File: config.mk
export PLATFORM = sky130hd
export DESIGN_NAME = invader_formation_flat
export DESIGN_NICKNAME = d
export VERILOG_FILES = /design/src/rtl/game_pkg.sv /design/src/rtl/invader_formation_if.sv /design/src/rtl/grid_bounds.sv /design/src/rtl/invader_formation.sv /design/src/flat_wrapper.sv
export SDC_FILE = /design/constraint.sdc
export NUM_CORES = 1
export LEC_CHECK = 0
export CORE_MARGIN = 4
export CORE_UTILIZATION = 45
export CTS_BUF_LIST = sky130_fd_sc_hd__clkbuf_4 sky130_fd_sc_hd__clkbuf_8
export DETAILED_ROUTE_END_ITERATION = 8
export GPL_TIMING_DRIVEN = 0
export PLACE_DENSITY = 0.72
export SYNTH_ARGS = -nofsm -noshare
export SYNTH_HDL_FRONTEND = slang
export SYNTH_HIERARCHICAL = 1
export SYNTH_SLANG_ARGS = --single-unit
File: constraint.sdc
create_clock -name clk -period 5.8 [get_ports clk]
set_clock_uncertainty 0.15 [all_clocks]
set_input_delay 0.58 -clock clk [delete_from_list [all_inputs] [get_ports clk]]
set_output_delay 0.58 -clock clk [all_outputs]
set_load 0.05 [all_outputs]
File: src/rtl/game_pkg.sv
// Shared game constants and the formation FSM state encoding.
// Latency: n/a (declarations only).
// Backpressure: n/a.
package game_pkg;

    localparam int RES_H  = 640;   // screen width in px
    localparam int CELL_W = 32;    // horizontal pitch of one invader cell
    localparam int CELL_H = 24;    // vertical pitch of one invader cell

    typedef enum logic [1:0] {
        MARCH   = 2'd0,
        CLEARED = 2'd1,
        LANDED  = 2'd2
    } state_t;

endpackage

File: src/rtl/invader_formation_if.sv
// Bundle between the collision unit / renderer and the formation controller.
// Latency: n/a (wires only).
// Backpressure: none; hits and frame pulses are fire-and-forget.
// Ports: restart/frame/hit_valid/hit_index flow into the controller (slave),
//        alive/grid_x/grid_y/alive_count/cleared/landed flow out of it.
interface invader_formation_if #(
    parameter int ROWS = 5,
    parameter int COLS = 11
);
    localparam int N  = ROWS * COLS;
    localparam int IW = $clog2(N);

    logic          restart;
    logic          frame;
    logic          hit_valid;
    logic [IW-1:0] hit_index;
    logic [N-1:0]  alive;
    logic [9:0]    grid_x;
    logic [9:0]    grid_y;
    logic [IW:0]   alive_count;
    logic          cleared;
    logic          landed;

    modport master (
        output restart, frame, hit_valid, hit_index,
        input  alive, grid_x, grid_y, alive_count, cleared, landed
    );

    modport slave (
        input  restart, frame, hit_valid, hit_index,
        output alive, grid_x, grid_y, alive_count, cleared, landed
    );

endinterface

File: src/rtl/grid_bounds.sv
// Live bounding box of the alive mask: first/last live column, last live row.
// Latency: purely combinational.
// Backpressure: none.
// Ports: mask_i (row-major, index = row*COLS + col) in; first_col_o,
//        last_col_o, last_row_o out (all zero when the mask is empty).
module grid_bounds #(
    parameter  int ROWS = 5,
    parameter  int COLS = 11,
    localparam int CW   = (COLS > 1) ? $clog2(COLS) : 1,
    localparam int RW   = (ROWS > 1) ? $clog2(ROWS) : 1
) (
    input  logic [ROWS*COLS-1:0] mask_i,
    output logic [CW-1:0]        first_col_o,
    output logic [CW-1:0]        last_col_o,
    output logic [RW-1:0]        last_row_o
);

    logic [COLS-1:0] col_any;
    logic [ROWS-1:0] row_any;

    always_comb begin
        col_any     = '0;
        row_any     = '0;
        first_col_o = '0;
        last_col_o  = '0;
        last_row_o  = '0;
        for (int r = 0; r < ROWS; r++) begin
            for (int c = 0; c < COLS; c++) begin
                if (mask_i[r*COLS + c]) begin
                    col_any[c] = 1'b1;
                    row_any[r] = 1'b1;
                end
            end
        end
        // Scanning downwards leaves the lowest set column as the final write.
        for (int c = COLS - 1; c >= 0; c--) begin
            if (col_any[c]) first_col_o = CW'(c);
        end
        for (int c = 0; c < COLS; c++) begin
            if (col_any[c]) last_col_o = CW'(c);
        end
        for (int r = 0; r < ROWS; r++) begin
            if (row_any[r]) last_row_o = RW'(r);
        end
    end

endmodule

File: src/rtl/invader_formation.sv
// Invader grid controller: alive mask, horizontal march with edge drop,
// alive-scaled march rate, frame-stable snapshot for the renderer.
// Latency: hits/state visible 1 cycle after the event; snapshot 1 cycle after frame.
// Backpressure: none; one hit accepted per cycle, never dropped.
// Ports: clk, rst_n (async, active low); bus (slave modport) carries
//        restart/frame/hit in and the published snapshot/status out.
module invader_formation #(
    parameter int ROWS        = 5,
    parameter int COLS        = 11,
    parameter int RES_H       = game_pkg::RES_H,
    parameter int CELL_W      = game_pkg::CELL_W,
    parameter int CELL_H      = game_pkg::CELL_H,
    parameter int STEP_X      = 2,
    parameter int STEP_Y      = 16,
    parameter int START_X     = 64,
    parameter int START_Y     = 48,
    parameter int FLOOR_Y     = 420,
    parameter int BASE_PERIOD = 16,
    parameter int PER_INVADER = 8
) (
    input  logic                clk,
    input  logic                rst_n,
    invader_formation_if.slave  bus
);
    import game_pkg::*;

    localparam int N         = ROWS * COLS;
    localparam int IW        = $clog2(N);
    localparam int CW        = (COLS > 1) ? $clog2(COLS) : 1;
    localparam int RW        = (ROWS > 1) ? $clog2(ROWS) : 1;
    localparam int MAX_LIMIT = BASE_PERIOD + (N - 1) * PER_INVADER;
    localparam int TW        = $clog2(MAX_LIMIT + 1);

    // 11-bit geometry keeps x + grid width + step from wrapping.
    localparam logic [10:0] G_CELL_W = 11'(CELL_W);
    localparam logic [10:0] G_CELL_H = 11'(CELL_H);
    localparam logic [10:0] G_STEP_X = 11'(STEP_X);
    localparam logic [10:0] G_STEP_Y = 11'(STEP_Y);
    localparam logic [10:0] G_RES_H  = 11'(RES_H);
    localparam logic [10:0] G_FLOOR  = 11'(FLOOR_Y);
    localparam logic [10:0] G_X0     = 11'(START_X);
    localparam logic [10:0] G_Y0     = 11'(START_Y);

    // Working state
    state_t        state_q, state_d;
    logic [N-1:0]  mask_q, mask_d;
    logic [10:0]   x_q, x_d;
    logic [10:0]   y_q, y_d;
    logic          dir_q, dir_d;
    logic [TW-1:0] timer_q, timer_d;
    logic [IW:0]   count_q, count_d;

    // Published snapshot
    logic [N-1:0]  alive_q;
    logic [9:0]    gx_q;
    logic [9:0]    gy_q;

    logic [CW-1:0] first_col;
    logic [CW-1:0] last_col;
    logic [RW-1:0] last_row;

    logic [31:0]   limit;
    logic          move_fire;
    logic          dropped;
    logic          hit_ok;

    // Bounds always come from the pre-hit mask, so a coincident move ignores the hit.
    grid_bounds #(.ROWS(ROWS), .COLS(COLS)) u_bounds (
        .mask_i      (mask_q),
        .first_col_o (first_col),
        .last_col_o  (last_col),
        .last_row_o  (last_row)
    );

    always_comb begin
        state_d = state_q;
        mask_d  = mask_q;
        x_d     = x_q;
        y_d     = y_q;
        dir_d   = dir_q;
        timer_d = timer_q;
        count_d = count_q;
        dropped = 1'b0;

        // count_q is never 0 while marching, so the wrap below is never consumed.
        limit     = 32'(BASE_PERIOD) + (32'(count_q) - 32'd1) * 32'(PER_INVADER);
        // Comparing with >= lets a shrinking limit fire immediately.
        move_fire = (state_q == MARCH) && ((32'(timer_q) + 32'd1) >= limit);
        hit_ok    = bus.hit_valid && (32'(bus.hit_index) < 32'(N)) && mask_q[bus.hit_index];

        if (bus.restart) begin
            state_d = MARCH;
            mask_d  = {N{1'b1}};
            x_d     = G_X0;
            y_d     = G_Y0;
            dir_d   = 1'b1;
            timer_d = '0;
            count_d = (IW+1)'(N);
        end else begin
            if (state_q == MARCH) begin
                if (move_fire) begin
                    timer_d = '0;
                    if (dir_q && ((x_q + (11'(last_col) + 11'd1) * G_CELL_W + G_STEP_X) > G_RES_H)) begin
                        y_d     = y_q + G_STEP_Y;
                        dir_d   = 1'b0;
                        dropped = 1'b1;
                    end else if (!dir_q && ((x_q + 11'(first_col) * G_CELL_W) < G_STEP_X)) begin
                        y_d     = y_q + G_STEP_Y;
                        dir_d   = 1'b1;
                        dropped = 1'b1;
                    end else if (dir_q) begin
                        x_d = x_q + G_STEP_X;
                    end else begin
                        // A left-inset formation can sit closer to 0 than one step.
                        x_d = (x_q >= G_STEP_X) ? (x_q - G_STEP_X) : 11'd0;
                    end
                end else begin
                    timer_d = timer_q + TW'(1);
                end
            end

            if (hit_ok) begin
                mask_d[bus.hit_index] = 1'b0;
                count_d               = count_q - (IW+1)'(1);
            end

            // Clearing wins over landing when both happen on the same edge.
            if (state_q == MARCH) begin
                if (count_d == '0) begin
                    state_d = CLEARED;
                end else if (dropped &&
                             ((y_d + (11'(last_row) + 11'd1) * G_CELL_H) >= G_FLOOR)) begin
                    state_d = LANDED;
                end
            end
        end
    end

    always_ff @(posedge clk or negedge rst_n) begin
        if (!rst_n) begin
            state_q <= MARCH;
            mask_q  <= {N{1'b1}};
            x_q     <= G_X0;
            y_q     <= G_Y0;
            dir_q   <= 1'b1;
            timer_q <= '0;
            count_q <= (IW+1)'(N);
            alive_q <= {N{1'b1}};
            gx_q    <= G_X0[9:0];
            gy_q    <= G_Y0[9:0];
        end else begin
            state_q <= state_d;
            mask_q  <= mask_d;
            x_q     <= x_d;
            y_q     <= y_d;
            dir_q   <= dir_d;
            timer_q <= timer_d;
            count_q <= count_d;
            if (bus.restart) begin
                alive_q <= {N{1'b1}};
                gx_q    <= G_X0[9:0];
                gy_q    <= G_Y0[9:0];
            end else if (bus.frame) begin
                // Snapshot the registered working state, not this cycle's update.
                alive_q <= mask_q;
                gx_q    <= x_q[9:0];
                gy_q    <= y_q[9:0];
            end
        end
    end

    assign bus.alive       = alive_q;
    assign bus.grid_x      = gx_q;
    assign bus.grid_y      = gy_q;
    assign bus.alive_count = count_q;
    assign bus.cleared     = (state_q == CLEARED);
    assign bus.landed      = (state_q == LANDED);

endmodule

File: src/flat_wrapper.sv
// flat-port wrapper written by rule: the top's interface ports become plain ports
module invader_formation_flat import game_pkg::*;
#(
    parameter int ROWS        = 5,
    parameter int COLS        = 11,
    parameter int RES_H       = game_pkg::RES_H,
    parameter int CELL_W      = game_pkg::CELL_W,
    parameter int CELL_H      = game_pkg::CELL_H,
    parameter int STEP_X      = 2,
    parameter int STEP_Y      = 16,
    parameter int START_X     = 64,
    parameter int START_Y     = 48,
    parameter int FLOOR_Y     = 420,
    parameter int BASE_PERIOD = 16,
    parameter int PER_INVADER = 8
)
  (clk, rst_n, bus_restart, bus_frame, bus_hit_valid, bus_hit_index, bus_alive, bus_grid_x, bus_grid_y, bus_alive_count, bus_cleared, bus_landed);
  invader_formation_if #(.ROWS(ROWS), .COLS(COLS)) bus_i ();
  input  logic clk;
  input  logic rst_n;
  input wire logic [$bits(bus_i.restart)-1:0] bus_restart;
  input wire logic [$bits(bus_i.frame)-1:0] bus_frame;
  input wire logic [$bits(bus_i.hit_valid)-1:0] bus_hit_valid;
  input wire logic [$bits(bus_i.hit_index)-1:0] bus_hit_index;
  output wire logic [$bits(bus_i.alive)-1:0] bus_alive;
  output wire logic [$bits(bus_i.grid_x)-1:0] bus_grid_x;
  output wire logic [$bits(bus_i.grid_y)-1:0] bus_grid_y;
  output wire logic [$bits(bus_i.alive_count)-1:0] bus_alive_count;
  output wire logic [$bits(bus_i.cleared)-1:0] bus_cleared;
  output wire logic [$bits(bus_i.landed)-1:0] bus_landed;
  assign bus_i.restart = bus_restart;
  assign bus_i.frame = bus_frame;
  assign bus_i.hit_valid = bus_hit_valid;
  assign bus_i.hit_index = bus_hit_index;
  assign bus_alive = bus_i.alive;
  assign bus_grid_x = bus_i.grid_x;
  assign bus_grid_y = bus_i.grid_y;
  assign bus_alive_count = bus_i.alive_count;
  assign bus_cleared = bus_i.cleared;
  assign bus_landed = bus_i.landed;
  invader_formation #(.ROWS(ROWS), .COLS(COLS), .RES_H(RES_H), .CELL_W(CELL_W), .CELL_H(CELL_H), .STEP_X(STEP_X), .STEP_Y(STEP_Y), .START_X(START_X), .START_Y(START_Y), .FLOOR_Y(FLOOR_Y), .BASE_PERIOD(BASE_PERIOD), .PER_INVADER(PER_INVADER)) u_core (.clk(clk), .rst_n(rst_n), .bus(bus_i));
endmodule
==> results.cfg, run 1 <==
[run_status]
outcome = finished clean

[timing]
slew_viol_final = 0
hold_viol_final = 0
fin_tns_setup_ns = 0
layout_setup_ws_ns = 0.2358
final.period_utilization = 0.9593
tightest_slew_ns = 1.134
min_period_ns = 5.564
setup_viol = 0
relSlewSlack = 0.2381
fmax_ghz = 0.1797

[placement]
hpwl_um = 20190
dp_slack_ns = -0.3677
io_buffers = 91
placedCellCount = 1403
gp_congestion = 1.020

[logic_synthesis]
synth_edf_count = 0
post_synth.cell_area_avg_um2 = 9.429
yosys.cell_types.count = 89
ys_seq_area_frac = 0.4306
ys_seq_elements = 162
synth_warnings = 6
ys.flop_type = dfstp_2
synth_fp_nets = 1084
syn_inst = 1036
async_reset_ff_frac = 1.000
synth_area_um2 = 9768

[detailed_routing]
highest_layer = met4
dr_wl_met3_um = 1812
wire_per_inst_um = 19.33
first_pass_iters = 5
wl_met2_um = 12510
drt_iter0_drc = 687
routed_wl_um = 27800
drc_errors = 0
num_vias = 8322
wl_met1_um = 12750
routed_via_density = 5.787
ant_nets = 0

[global_route]
grt_usage = 0.2323
grt_pass1_wl_um = 44750
grt_pass1_vias = 8171
grt_max_degree = 95
antenna_found_initial = 0
overflow = 0

[critical_path]
crit_fanout = 8
end_kind = flop
cp.required_ns = 5.99
worstPathArrival_ns = 5.76
start_kind = flop
path_class = reg2reg

[clock_network]
cts_tree = yes
clkLatencyLatePin_ns = 0.47
clkTransAtPathRegs_ns = 0.09
cts-htree-levels = 4
cts_made_buffers = 17
clock_sinks = 162
cts_buffer_depth = 2
clock-root-buffer = clkbuf_8

[die]
fp-row-count = 53
die_x_um = 155.3
start_util = 0.4618
top_level_ports = 95
dieArea_um2 = 24130
die_h_um = 155.3
core_um2 = 21150

[power]
p_per_area_nw_per_um2 = 193.6
p_leak_nw = 4.779
max-vdd-ir-drop_mv = 0.1602

[cells_and_area]
drive_above_1_share = 0.2038
syn_to_final_growth_pct = 18.93
stdcell_count = 1438
num-fill-cells = 1970
final_nets = 1199
diodes = 0

[min_path]
hold_class = reg2reg

[run]
maxCapViolCount = 0
placed cells by master, fill, tap and decap left out, types with 6 or more instances in the layout:
master / Yosys / final
and2_1: 9 / 9
buf_4: 5 / 8
o22a_1: 13 / 13
a21oi_1: 25 / 22
o21ai_0: 31 / 31
inv_1: 27 / 27
nor4_1: 12 / 12
nor2_1: 64 / 61
nand2_1: 220 / 220
buf_1: 6 / 6
clkbuf_1: 32 / 32
clkbuf_8: 0 / 17
a31oi_1: 10 / 10
mux2i_1: 81 / 81
nand3b_1: 7 / 7
o31ai_1: 11 / 11
buf_2: 9 / 9
or4_1: 7 / 6
inv_6: 0 / 6
nor3_1: 31 / 30
nor2b_1: 12 / 11
nand3_1: 38 / 37
a221o_1: 6 / 6
a32o_1: 6 / 6
dfstp_2: 122 / 122
clkdlybuf4s50_1: 0 / 90
xnor2_1: 22 / 21
xor2_1: 12 / 12
o211ai_1: 7 / 7
ha_1: 34 / 32
dfrtp_1: 40 / 40
mux2_2: 9 / 9
and3_1: 11 / 11
registers in the layout, indices dropped and copies added, names as in the netlist:
| signal | count |
|---|---|
| u_core/bus.alive | 55 |
| u_core/bus.alive_count | 7 |
| u_core/bus.grid_x | 10 |
| u_core/bus.grid_y | 6 |
| u_core/dir_q | 1 |
| u_core/mask_q | 55 |
| u_core/state_q | 2 |
| u_core/timer_q | 9 |
| u_core/x_q | 10 |
| u_core/y_q | 7 |
layout make-up:
class / instances / area, um2 / share of cell area
Buffer: 57 / 269.0 / 0.02316
Clock buffer: 17 / 234.0 / 0.02014
Clock inverter: 14 / 176.4 / 0.01519
Inverter: 29 / 108.9 / 0.009370
Multi-Input combinational cell: 788 / 5303 / 0.4564
Sequential cell: 162 / 4207 / 0.3621
Tap cell: 275 / 344.1 / 0.02962
Timing Repair Buffer: 96 / 975.9 / 0.08401
routing by layer:
metal,track usage,up-vias
met2,0.3567,311
met4,0.07336,0
met1,0.3317,4063
li1,-,3893
met3,0.04645,55
met5,0,-
where the power goes:
group,internal [mW],switching [mW]
logic,0.0658,0.142
registers,1.14,0.0119
clock network,0.431,0.455
worst max-delay path: stages, from the launching register on:
cell and delay (ns):
dfstp_2 0.43, or4_4 0.57, nor2_8 0.14, nand3_4 0.10
o21ba_4 0.24, o21ai_2 0.13, nand3_1 0.10, xnor2_1 0.15
ha_1 0.39, o211ai_1 0.25, o22ai_1 0.13, nor3_2 0.28
nand2_1 0.13, o211ai_4 0.25, a21boi_4 0.10, nor2_4 0.20
mux2_2 0.39, ha_4 0.29, a21oi_1 0.06, o21bai_1 0.20
a21oi_1 0.12, nor2b_2 0.16, nand2b_1 0.08, a21oi_1 0.16
a22o_1 0.16, o21ai_1 0.06
logic make-up after synthesis:
group           share of synthesized area
mux                                0.1003
buf+inv                           0.03868
other cells                     0.0003839
xor+xnor                          0.03048
compound gates                     0.1221
flops                              0.4306
simple gates                       0.2277
fa+ha+maj                         0.04970
metrics by stage:
stage	cell area [um2]	hold slack, ns	power, mW	util
final	11620	0.3402	2.249	0.5492
after global routing	11620	0.3659	2.348	0.5492
after CTS	11510	0.3406	2.273	0.5439
after detailed placement	11060	0.3271	1.378	0.5226
after global placement	11020	0.3272	1.373	0.5211
after floorplan	9768	0.1344	1.295	-
path summary, 6_finish.rpt:
kind	startpoint	to	slack [ns]	cells past startpoint
max	u_core/mask_q[27]	u_core/state_q[1]	0.24	25
min	u_core/mask_q[50]	u_core/mask_q[50]	0.34	2
max reg2reg	u_core/mask_q[27]	u_core/state_q[1]	0.24	25
min reg2reg	u_core/mask_q[50]	u_core/mask_q[50]	0.34	2
max in group asynchronous	rst_n	u_core/bus.alive_count[5]	4.16	3
min in group asynchronous	rst_n	u_core/x_q[9]	0.53	2
Yosys cell counts, drive strengths merged, types with 7 or more instances:
master	count	share of area
nor2b	12	0.0077
and3	11	0.0070
nand3b	7	0.0054
o31ai	12	0.0097
mux2i	81	0.083
xnor2	22	0.020
buf	23	0.014
a31oi	11	0.0077
nor3	33	0.019
nor2	69	0.029
xor2	12	0.011
nor4	12	0.0077
dfstp	122	0.33
and2	10	0.0067
nand2	220	0.085
or4	11	0.010
o21ai	37	0.019
clkbuf	34	0.013
ha	34	0.044
nand2b	7	0.0055
dfrtp	40	0.10
a21oi	25	0.013
o211ai	8	0.0067
mux2	9	0.010
inv	28	0.011
nand3	41	0.023
o22a	13	0.012
or3	7	0.0055
timing repair:
item | CTS | global route
pin swaps | 1 | 4
resized for setup | 5 | 18
setup endpoints to repair | 1 | 1
hold buffers | 1 | 0
endpoints found under the hold margin | 9 | 0
setup buffers | 1 | 2
(Power assumes the default switching activity.)
==> run 2: changes to the inputs <==
--- a/config.mk
+++ b/config.mk
@@ -11,6 +11,7 @@
 export DETAILED_ROUTE_END_ITERATION = 8
 export GPL_TIMING_DRIVEN = 0
 export PLACE_DENSITY = 0.72
+export SLEW_MARGIN = 15
 export SYNTH_ARGS = -nofsm -noshare
 export SYNTH_HDL_FRONTEND = slang
 export SYNTH_HIERARCHICAL = 1
==> results of run 2 <==
The final DEF is identical to that of run 1; final timing and power are the same.
==> run 3: changes to the inputs <==
--- a/config.mk
+++ b/config.mk
@@ -11,6 +11,7 @@
 export DETAILED_ROUTE_END_ITERATION = 8
 export GPL_TIMING_DRIVEN = 0
 export PLACE_DENSITY = 0.72
+export SETUP_SLACK_MARGIN = 0.2
 export SLEW_MARGIN = 15
 export SYNTH_ARGS = -nofsm -noshare
 export SYNTH_HDL_FRONTEND = slang
==> run 3 against run 2 <==
- combinational power about the same
- via count up 0.62%
- largest cell class unchanged
- utilization up 0.90 points
- critical endpoint unchanged
- global-route usage up 0.083 points
- power up 0.11%
- worst hold slack about the same
- die area unchanged
==> results.cfg, run 3 (same netlist as run 1, synthesis figures left out) <==
[run_status]
outcome = finished clean

[global_route]
grt-busiest-layer = met2
grt_pass1_wl_um = 44940
overflow = 0
grt_usage = 0.2331
antenna_found_initial = 0
met1_usage = 0.3317
grt_pass1_vias = 8198
gr-usage-met2 = 0.3567
grt_max_degree = 95
grt.met3_usage = 0.04757

[placement]
gp_congestion = 1.020
placed_area_um2 = 11060
placedCellCount = 1403
io_buffers = 91
hpwl_um = 20190

[clock_network]
cts-htree-levels = 4
clkTransAtPathRegs_ns = 0.09
cts_made_buffers = 17
clock-root-buffer = clkbuf_8
clkLatencyLatePin_ns = 0.47
cts_buffer_depth = 2
clock_sinks = 162
cts_tree = yes

[timing]
slew_viol_final = 0
hold_viol_final = 0
whs_ns = 0.3400
fin_tns_setup_ns = 0
tightest_slew_ns = 1.220
fmax_ghz = 0.1862
relSlewSlack = 0.1806
setup_viol = 0
min_period_ns = 5.371
rsz0062_at_grt = false
final.period_utilization = 0.9260

[critical_path]
endpoint = u_core/state_q[1]
r2r-end = u_core/state_q[1]
critPathSlowestCell = or4_4
cp.required_ns = 6.03
reg2reg_slack_ns = 0.43
cp_top_family = simple AND/OR/NAND/NOR gates
start_kind = flop
critPathMaxStageDelay_ns = 0.56
crit_fanout = 8
end_kind = flop
r2r-start = u_core/mask_q[16]
crit_start = u_core/mask_q[16]
worstPathArrival_ns = 5.60
path_class = reg2reg
cp.depth = 27
reg2regPathDepth = 27
crit_buf_inv = 4

[power]
p_int_mw = 1.641
max-vdd-ir-drop_mv = 0.1610
switchingPower_mw = 0.6105
combPwrFrac = 0.092
p_clk_frac = 0.394
p_seq_frac = 0.513
p_leak_nw = 4.843
sw_frac_of_total = 0.2712
p_per_area_nw_per_um2 = 190.7

[die]
dieArea_um2 = 24130
fp-row-count = 53
die_h_um = 155.3
start_util = 0.4618
top_level_ports = 95
die_x_um = 155.3
core_um2 = 21150

[cells_and_area]
drive_above_1_share = 0.2227
fin_area_um2 = 11810
diodes = 0
most-common-layout-cells = nand2_1 (218), dfstp_2 (122), clkdlybuf4s50_1 (90), mux2i_1 (81), nor2_1 (60)
syn_to_final_growth_pct = 20.88
num-fill-cells = 1940
final_nets = 1208
stdcell_count = 1447
utilization = 0.5582
layout_commonest_cell = nand2_1

[detailed_routing]
routed_via_density = 5.787
drt_iter0_drc = 713
wire_per_inst_um = 19.35
first_pass_iters = 5
routed_wl_um = 28000
drc_errors = 0
num_vias = 8374
ant_nets = 0

[run]
maxCapViolCount = 0

[min_path]
hold_class = reg2reg
-- run 3: cell count changes in the layout (fill, tap and decap cells not counted), moves of 3 or more --
| cell | change |
|---|---|
| o21ai_0 | -3 |
| ha_1 | -3 |
| ha_4 | +3 |
| o21ai_1 | +3 |
| buf_4 | +9 |
-- run 3: area by class of cell --
class	count	area (um2)	area share
plain buffers	57	272.8	0.02310
clock buffers	17	234.0	0.01982
clock inverters	14	176.4	0.01494
inverters	29	108.9	0.009219
multi-input cells	788	5418	0.4588
flip-flops and latches	162	4207	0.3563
well taps	275	344.1	0.02914
repair buffers	105	1047	0.08869
-- run 3: worst min-delay path by stage --
stage	from	to	slack (ns)	cells after the start
floorplan	rst_n	u_core/bus.alive_count[3]	0.13	0
global placement	u_core/mask_q[50]	u_core/mask_q[50]	0.33	2
detailed placement	u_core/mask_q[2]	u_core/mask_q[2]	0.33	2
CTS	u_core/mask_q[50]	u_core/mask_q[50]	0.34	2
global route	u_core/mask_q[1]	u_core/mask_q[1]	0.37	2
finish	u_core/mask_q[50]	u_core/mask_q[50]	0.34	2
-- run 3: what timing repair did --
action                                  4_1_cts  5_1_grt
resized for setup                             8       44
endpoints found under the setup margin        1        1
hold buffers                                  1        0
setup buffers                                 3        9
pin swaps                                     3       18
endpoints found under the hold margin         9        0
-- run 3: power groups by stage --
stage / clock network [mW] / logic, mW / registers (mW)
3_3_place_gp: 0 / 0.201 / 1.17
4_1_cts: 0.911 / 0.207 / 1.16
6_report: 0.888 / 0.208 / 1.16
3_5_place_dp: 0 / 0.205 / 1.17
5_1_grt: 0.966 / 0.225 / 1.16
2_1_floorplan: 0 / 0.115 / 1.18
-- run 3: worst reg2reg max path: stages (launching register included) --
cell and delay [ns]:
dfstp_2 0.40, or4_4 0.56, nor2_8 0.17, nand3_4 0.09
o21ba_4 0.22, o21ai_4 0.18, nand3_2 0.11, xnor2_2 0.18
ha_4 0.16, buf_4 0.15, or4_4 0.50, mux2_4 0.31
nand3_4 0.08, o211ai_4 0.11, a21boi_4 0.22, nor2_4 0.07
buf_6 0.15, nand2_4 0.07, xnor2_2 0.08, ha_1 0.34
inv_2 0.05, o21bai_1 0.17, buf_4 0.14, xor2_1 0.14
o21ai_1 0.10, nor3_1 0.20, a32oi_1 0.12, o21ai_1 0.11
-- run 3: layer usage --
metal  wire length [um]  share of wire  vias to the layer above
li1                   -              -                     3908
met1              12790           0.46                     4101
met2              12490           0.45                      305
met3               1913          0.068                       60
met4                803          0.029                        0
met5                  0              0                        -
-- run 3: stage by stage --
step	setup slack, ns	total power, mW
finish	0.4294	2.251
global route	0.1784	2.348
CTS	0.2043	2.273
detailed placement	-0.3677	1.378
global placement	-2.483	1.373
floorplan	0.4770	1.295
